--- src/rtl/armleo_response_router.sv ---
`default_nettype none
// ============================================================================
//  Module      : armleo_response_router
//  Description : Tracks grant indices of issued transactions in order and
//                routes each in-order response back to its requester port.
//  Revision    : 1.0 - initial release
// ============================================================================
module armleo_response_router #(
    parameter int WIDTH       = 4,
    parameter int DEPTH       = 4,
    parameter int DATA_WIDTH  = 32,
    localparam int IDX_W      = $clog2(WIDTH),
    localparam int CNT_W      = $clog2(DEPTH + 1)
) (
    input  logic                  clk,
    input  logic                  rst_n,
    input  logic                  issue_valid,
    input  logic [IDX_W-1:0]      issue_idx,
    output logic                  issue_ready,
    input  logic                  rsp_valid,
    input  logic [DATA_WIDTH-1:0] rsp_data,
    output logic                  rsp_ready,
    output logic [WIDTH-1:0]      out_valid,
    input  logic [WIDTH-1:0]      out_ready,
    output logic [DATA_WIDTH-1:0] out_data,
    output logic [CNT_W-1:0]      outstanding,
    output logic                  orphan_err
);

    localparam int               PTR_W  = $clog2(DEPTH);
    localparam logic [CNT_W-1:0] C_FULL = CNT_W'(DEPTH);

    logic [IDX_W-1:0] fifo_q [DEPTH];
    logic [PTR_W-1:0] wr_ptr_q, wr_ptr_d;
    logic [PTR_W-1:0] rd_ptr_q, rd_ptr_d;
    logic [CNT_W-1:0] count_q, count_d;
    logic             orphan_q, orphan_d;

    logic             w_empty;
    logic             w_push;
    logic             w_pop;
    logic [IDX_W-1:0] w_head;

    assign w_empty     = (count_q == '0);
    assign w_head      = fifo_q[rd_ptr_q];
    assign issue_ready = (count_q != C_FULL);
    // Ready is gated by the head port only, so non-head ports cannot drain it.
    assign rsp_ready   = !w_empty && out_ready[w_head];
    assign w_push      = issue_valid && issue_ready;
    assign w_pop       = rsp_valid && rsp_ready;
    assign out_data    = rsp_data;
    assign outstanding = count_q;
    assign orphan_err  = orphan_q;

    always_comb begin
        out_valid = '0;
        if (rsp_valid && !w_empty) begin
            out_valid[w_head] = 1'b1;
        end
    end

    always_comb begin
        wr_ptr_d = w_push ? wr_ptr_q + PTR_W'(1) : wr_ptr_q;
        rd_ptr_d = w_pop  ? rd_ptr_q + PTR_W'(1) : rd_ptr_q;
        orphan_d = orphan_q || (rsp_valid && w_empty);
        case ({w_push, w_pop})
            2'b10:   count_d = count_q + CNT_W'(1);
            2'b01:   count_d = count_q - CNT_W'(1);
            default: count_d = count_q;
        endcase
    end

    always_ff @(posedge clk) begin
        if (!rst_n) begin
            wr_ptr_q <= '0;
            rd_ptr_q <= '0;
            count_q  <= '0;
            orphan_q <= 1'b0;
        end else begin
            wr_ptr_q <= wr_ptr_d;
            rd_ptr_q <= rd_ptr_d;
            count_q  <= count_d;
            orphan_q <= orphan_d;
        end
    end

    // Entry storage needs no reset; occupancy is governed by the count.
    always_ff @(posedge clk) begin
        if (w_push) begin
            fifo_q[wr_ptr_q] <= issue_idx;
        end
    end

endmodule
`default_nettype wire

--- config.mk ---
export PLATFORM = sky130hd
export DESIGN_NAME = armleo_response_router
export DESIGN_NICKNAME = d
export VERILOG_FILES = /design/src/rtl/armleo_response_router.sv
export SDC_FILE = /design/constraint.sdc
export NUM_CORES = 1
export LEC_CHECK = 0
export ABC_AREA = 0
export CORE_MARGIN = 4
export CORE_UTILIZATION = 30
export CTS_CLUSTER_SIZE = 10
export DETAILED_ROUTE_END_ITERATION = 7
export PLACE_DENSITY = 0.76
export SYNTH_ARGS = -nofsm -noshare
export SYNTH_HDL_FRONTEND = slang
export SYNTH_SLANG_ARGS = --single-unit
--- constraint.sdc ---
create_clock -name clk -period 2.7 [get_ports clk]
set_input_delay 0.54 -clock clk [delete_from_list [all_inputs] [get_ports clk]]
set_output_delay 0.54 -clock clk [all_outputs]
set_load 0.05 [all_outputs]
Word-level counts from Yosys, hierarchy flattened
Memories as Yosys holds them, arrays and structs flattened. A register that Yosys moved wholly into a read port is not among the register bits.
Index checks and enable logic that the tools add are counted.
{ "totals": {"reg_bits": 8, "mem_bits_rw": 8, "input_bits": 42, "output_inout_bits": 42, "word_cells": 34, "mem_count": 1} }
{ "mem_list": {"columns": ["memory", "depth", "width", "read_ports", "rd_ports_with_merged_regs", "wr", "line", "text"], "rows": [
  ["fifo_q", 4, 2, 1, 1, 1, "33", "logic [IDX_W-1:0] fifo_q [DEPTH];"]
]} }
{ "op_classes": {"addsub": 4, "order_cmp": 2, "eq_ne": 3, "n_mux": 10, "n_reduce_logical": 10} }
{ "ops": {"columns": ["cell", "count"], "rows": [
  ["1-bit logical AND", 6],
  ["3-bit case mux with 2 select lines", 1],
  ["2-bit by 1-bit adder with 2-bit output, second input constant", 2],
  ["1-bit 2-to-1 mux", 4],
  ["2-bit 2-to-1 mux", 2],
  ["4-bit 2-to-1 mux", 1],
  ["3-bit by 1-bit adder with 3-bit output, second input constant", 1],
  ["3-bit zero test", 1],
  ["2-bit by 3-bit less-than comparator with 1-bit output, second input constant", 1],
  ["3-bit != test, second input constant", 1],
  ["3-bit by 1-bit subtractor with 3-bit output, second input constant", 1],
  ["1-bit binary-select mux with 2-bit select", 1],
  ["1-bit demux with 2-bit select", 1],
  ["2-bit by 1-bit == test with 1-bit output, second input constant", 1],
  ["2-bit == test, second input constant", 1],
  ["2-bit by 1-bit >= comparator with 1-bit output, second input constant", 1],
  ["2-bit nonzero test", 1],
  ["1-bit zero test", 1],
  ["1-bit logical OR", 1]
]} }

Depth between registers and ports, before layout
Gate-level depths: netlist of run 1.
{ "depth": {"word_depth": 6, "mapped_depth": 10, "ltp_nobuf": 10} }

Worst setup path after synthesis of run 1
No wires, ideal clock.
{ "synth_path": {"path_type": "register to output", "from": "register with a tool-made name", "to": "output port rsp_ready", "t_arrival_ns": 2.558, "required_time_ns": 2.160, "slack_ns": -0.398, "path_stages_with_launch": 5, "n_path_buf": 0, "path_cell_list": "dfxtp_1 mux4_1 mux2i_1 and2b_2 a211oi_1"} }
{ "synth_lines": {"columns": ["item", "line", "text"], "rows": [
  ["end: declaration", "22", "output logic rsp_ready,"]
]} }

==> results.cfg, run 1 <==
[cts]
clockBufferDepth = 2
htreeDepth = 1
cts_tree = yes
cts_buffers = 3
root_buffer = clkbuf_8
cts.sinks = 18
clk_latency_ps = 240
path_clk_slew_ps = 60

[detailed_routing]
wire_per_inst_um = 12.88
firstDrtPassIters = 4
wl_um = 1919
ant_nets = 0
route.detailed.drc = 0
vias = 645
drt-vias-per-instance = 4.329
drt_iter0_markers = 8

[synthesis]
syn_nets = 153
synth_edf_count = 8
syn_inst = 105
synth.largest_area_cell = buf_4
synth-seq-cells = 18
synth-async-reset-ratio_pct = 0
ys_seq_area_share_pct = 39.68
ys_types = 29
synth_top_cells_by_area = buf_4 (22%), edfxtp_1 (22%), dfxtp_1 (18%)
synth_top_area_share_pct = 21.65
yosys-top-cells-count = buf_4 (32), dfxtp_1 (10), edfxtp_1 (8), inv_1 (7), and2_1 (6)
synth-main-ff-cell = dfxtp_1
yosysMostFrequentCell = buf_4
netlist_area_sq_um = 1110
synth_warnings = 0
avgSynthCellArea_sq_um = 10.57

[power]
p_int_uw = 711.9
seqPwrFrac_pct = 32.2
pwr-share-clk_pct = 15.5
p_sw_share_pct = 38.44
powerDensity_nw_per_um2 = 892.2
combinationalPowerShare_pct = 52.3
power_leakage_uw = 0.0004962
p_switching_uw = 444.6
total_power_uw = 1156
ir_drop_mv = 0.2392

[worst_setup_path]
slowest_stage = mux4_2
worst_setup_path_end_kind = flop
crit_fanout = 2
critPathLaunchType = flop
worst_path_largest_cell_delay_ps = 520
cp_top_family = simple AND/OR/NAND/NOR gates
path_cells = mux4_2 > or3b_4 > o22ai_4 > ha_4 > inv_2 > fa_2 > xor2_1 > or3_1 > a21boi_1
cp.required_ps = 2880
cp.arrival_ps = 2790
path_buf_inv = 1
critPathKind = flop to flop

[sta]
final.setup.worst_slack_ps = 84.83
finalHoldViolCount = 0
final_max_slew_viol_count = 0
fin_tns_setup_ps = 0
setup_viol_count_final = 0
period_minus_slack_ps = 2615
tightestPinTransition_ps = 513.0
period_share_pct = 96.86
slew_headroom_pct = 65.53
fin_skew_ps = 3.464
rsz0062_at_grt = true
fmax_mhz = 382.4

[grt]
grt_pass1_vias = 686
use_met3_pct = 2.431
grt_pass1_wl_um = 2953
gr-usage-met1_pct = 7.968
grt_max_degree = 11
grt-ovfl-total = 0
grt_busiest_layer = met2
grt_util_met2_pct = 15.14
grt_use_total_pct = 8.438
antenna_found_initial = 0

[cells_and_area]
area_growth_pct = 16.80
nets = 152
nFillCells = 336
drive_gt1_share_pct = 28.16
final_util_pct = 37.66
n_antenna_cell = 0
design_area_sq_um = 1296

[die]
fp.dieW_um = 68.82
rows = 21
start_util_pct = 32.24
die_h_um = 68.82
dieArea_sq_um = 4736
ios = 84
core_sq_um = 3442

[placement]
globalplace.congestion = 0.6552
dpl-instance-area_sq_um = 1237
pre_cts_ws_ps = -143.9
numPortBuffers = 19
hpwl_um = 1591

[run]
drv_cap = 0

[status]
status = finished, final reports clean

[worst_hold_path]
hp-class = flop to flop
[tightest hold or removal path: cells and delay by family (launching register included)]
| family | cells | cell delay [ps] |
|---|---|---|
| compound gates | 1 | 50 |
| simple gates | 1 | 90 |
| flops | 1 | 330 |
[per-layer routing]
metal	up-vias	share of wire [%]
li1	314	-
met1	279	37
met2	36	49
met3	16	11
met4	0	2.8
met5	-	0
[cells by family after synthesis]
family                     share of synthesized area, %
AOI/OAI and AO/OA                                 5.637
muxes                                             6.201
DFF                                               39.68
adders and majority gates                         7.441
and+or+nand+nor                                   13.87
xor gates and xnor gates                          3.157
buffers and inverters                             24.01
[area by class of cell]
class / count / area [sq um] / area share, %
clock inverter: 1 / 3.754 / 0.2896
multi-input combinational: 48 / 431.7 / 33.30
inverter: 7 / 26.28 / 2.027
tap: 46 / 57.56 / 4.440
sequential: 18 / 442.9 / 34.17
timing repair buffer: 26 / 292.8 / 22.59
clock buffer: 3 / 41.29 / 3.185
[placed cells by master, fill, tap and decap left out, types with 3 or more instances in the layout]
master and instances:
and2_1 6, and3_1 4, buf_12 5, buf_4 7
clkbuf_8 3, clkdlybuf4s50_1 14, dfxtp_1 8, edfxtp_1 8
ha_1 4, inv_1 6, nand2_1 3
[final timing paths]
| kind | start | to | slack [ps] | cells past startpoint |
|---|---|---|---|---|
| worst min-delay path | orphan_err | orphan_err | 500 | 2 |
| worst max-delay path | flop | outstanding[2] | 80 | 9 |
| worst max register to register | flop | outstanding[2] | 80 | 9 |
| worst min register to register | orphan_err | orphan_err | 500 | 2 |
[power by group through the flow]
stage	clock network [uW]	registers, uW	logic (uW)
CTS	188	373	604
global placement	0	375	579
detailed placement	0	377	595
global route	206	378	647
floorplan	0	446	424
finish	179	372	605
[what timing repair did]
| item | 4_1_cts | 5_1_grt |
|---|---|---|
| hold endpoints to repair | 0 | 0 |
| hold buffers | 0 | 0 |
| gates cloned | 0 | 0 |
| buffers inserted | 1 | 0 |
| endpoints found under the setup margin | 2 | 2 |
| gates resized for setup | 1 | 2 |
| pin swaps | 3 | 0 |
[stage by stage]
stage,instances,hold slack (ps)
floorplan,105,476.4
global placement,144,483.0
detailed placement,144,494.4
CTS,149,509.8
global route,149,536.9
finish,149,500.4
Power figures use the tool's default switching activity.
==> inputs of run 2 (changes only) <==
Settings changed: CAP_MARGIN set to 30.
==> results of run 2 <==
The final DEF is identical to that of run 1; final timing and power are the same.
==> edit: new RTL, settings of run 2 <==
Set the parameter `DEPTH` to 8 (it was 4).
--- a/src/rtl/armleo_response_router.sv
+++ b/src/rtl/armleo_response_router.sv
@@ -7,7 +7,7 @@
 // ============================================================================
 module armleo_response_router #(
     parameter int WIDTH       = 4,
-    parameter int DEPTH       = 4,
+    parameter int DEPTH       = 8,
     parameter int DATA_WIDTH  = 32,
     localparam int IDX_W      = $clog2(WIDTH),
     localparam int CNT_W      = $clog2(DEPTH + 1)
Interface: changed (resized outstanding); port bits go from 84 to 85. No check against the original RTL was run, so the function may have changed too.
==> edit against run 2 <==
The run now ends with negative setup slack left. Sequential cell count is 12 higher. Combinational power up 19%. Clock power up 100%. Setup slack got worse by 0.43 ns. Synthesized area increased by 47%. Power increased by 45%. Wire length increased by 49%. Cell area rose by 52%. Critical path type unchanged.
==> edit: results (changes against run 2) <==
| Metric | Value |
|---|---|
| Main synth FF type | edfxtp_1 |
| Final worst slack | -0.3473 ns (-0.4322 ns) |
| Starting DRT DRC Count | 21 (+13) |
| Synth area leaders | edfxtp_1 29%, dfxtp_1 17%, buf_4 15%, ha_1 3.8%, mux4_1 3.2% |
| Final setup viols | 4 (+4) |
| Wire per inst | 12.91 um (+0.20%) |
| Post-synth net total | 192 (+25%) |
| WHS | 0.4821 ns (-0.01838 ns) |
| Vias in the first global route | 980 (+43%) |
| First-pass GRT wire length | 4616 um (+56%) |
| Seq/Total Area, Yosys | 0.4655 (+0.06870) |
| TNS Setup | -0.9929 ns (-0.9929 ns) |
| Ratio of cells with drive above 1 in the final layout | 0.2961 (+0.01450) |
| Place WS | -0.4524 ns (-0.3085 ns) |
| Total GRT Usage | 0.09394 (+0.009566) |
| FILL cells | 527 (+57%) |
| Worst-case vdd ir drop | 271.5 uV (+13%) |
| Port bufs | 20 (+1) |
| H-tree Lvls | 2 (+1) |
| Layout net count | 198 (+30%) |
| Synth top cells by count | 32 x buf_4, 16 x edfxtp_1, 14 x dfxtp_1 |
| Setup Skew | 0.008359 ns (+0.004895 ns) |
| Slew headroom | 0.6056 (-0.04970) |
| Violated checks | negative setup slack |
| Vias per inst | 4.446 (+2.7%) |
| Status | finished, violations left |
==> edit: cell types whose count changed in the layout (fill, tap and decap cells not counted), sizes merged, moves of 4 or more <==
cell,run 2,this run
nor3,1,5
buf,12,19
inv,7,1
nand2b,0,6
clkbuf,3,7
dfxtp,10,14
edfxtp,8,16
nor2,2,7
nand2,3,9
mux2,0,4
and3,5,0
==> edit: critical path, cell delays in order (launching register included) <==
cell      delay [ns]
dfxtp_4         0.38
mux2_4          0.30
mux4_2          0.51
mux4_2          0.48
and2_4          0.21
ha_4            0.16
xor2_1          0.14
ha_2            0.18
a21oi_2         0.11
xor2_1          0.09
or3_1           0.31
a21boi_1        0.11
==> edit: path summary, 6_finish.rpt <==
check	to	start	depth (start not counted)
max	outstanding[2]	flip-flop	11
min	rd_ptr_q[2]	rd_ptr_q[2]	2
max reg2reg	outstanding[2]	flip-flop	11
min reg2reg	rd_ptr_q[2]	rd_ptr_q[2]	2
==> edit: kinds of logic (layout without fill, tap and decap cells) <==
logic type	Yosys count	after routing	share of synthesized area
AOI/OAI and AO/OA	10	10	0.03675
xor gates and xnor gates	6	6	0.03217
adders and majority gates	5	5	0.03828
buffers and inverters	36	43	0.1608
DFF	30	30	0.4655
muxes	12	12	0.1164
and+or+nand+nor	46	46	0.1501
==> edit: area by class of cell <==
class	count	share of cell area
clock inverters	1	0.002536
well taps	70	0.04439
flip-flops and latches	30	0.3874
multi-input cells	79	0.3424
inverters	1	0.001902
repair buffers	34	0.1776
clock buffers	7	0.04375
==> edit: timing repair <==
item                                    CTS  global route
endpoints found under the setup margin    8             8
pin swaps                                 0             3
gates resized for setup                   4             9
buffers inserted                          0             1
==> edit: metal layers <==
metal / GRT usage / share of wire / vias to the layer above
met5: 0 / 0 / -
met4: 0.06146 / 0.024 / 0
met3: 0.04386 / 0.10 / 10
met2: 0.1502 / 0.47 / 36
met1: 0.09857 / 0.41 / 454
li1: - / - / 487
==> edit: power breakdown <==
part	internal, mW	total [mW]	switching, mW
clock	0.205	0.360	0.156
sequential	0.537	0.602	0.0651
combinational	0.358	0.719	0.361
==> edit: per-stage QoR <==
stage                     instances  cell area [um^2]
after CTS                       221              1926
after global routing            222              1973
final                           222              1973
after detailed placement        213              1823
after floorplan                 145              1659
after global placement          213              1823
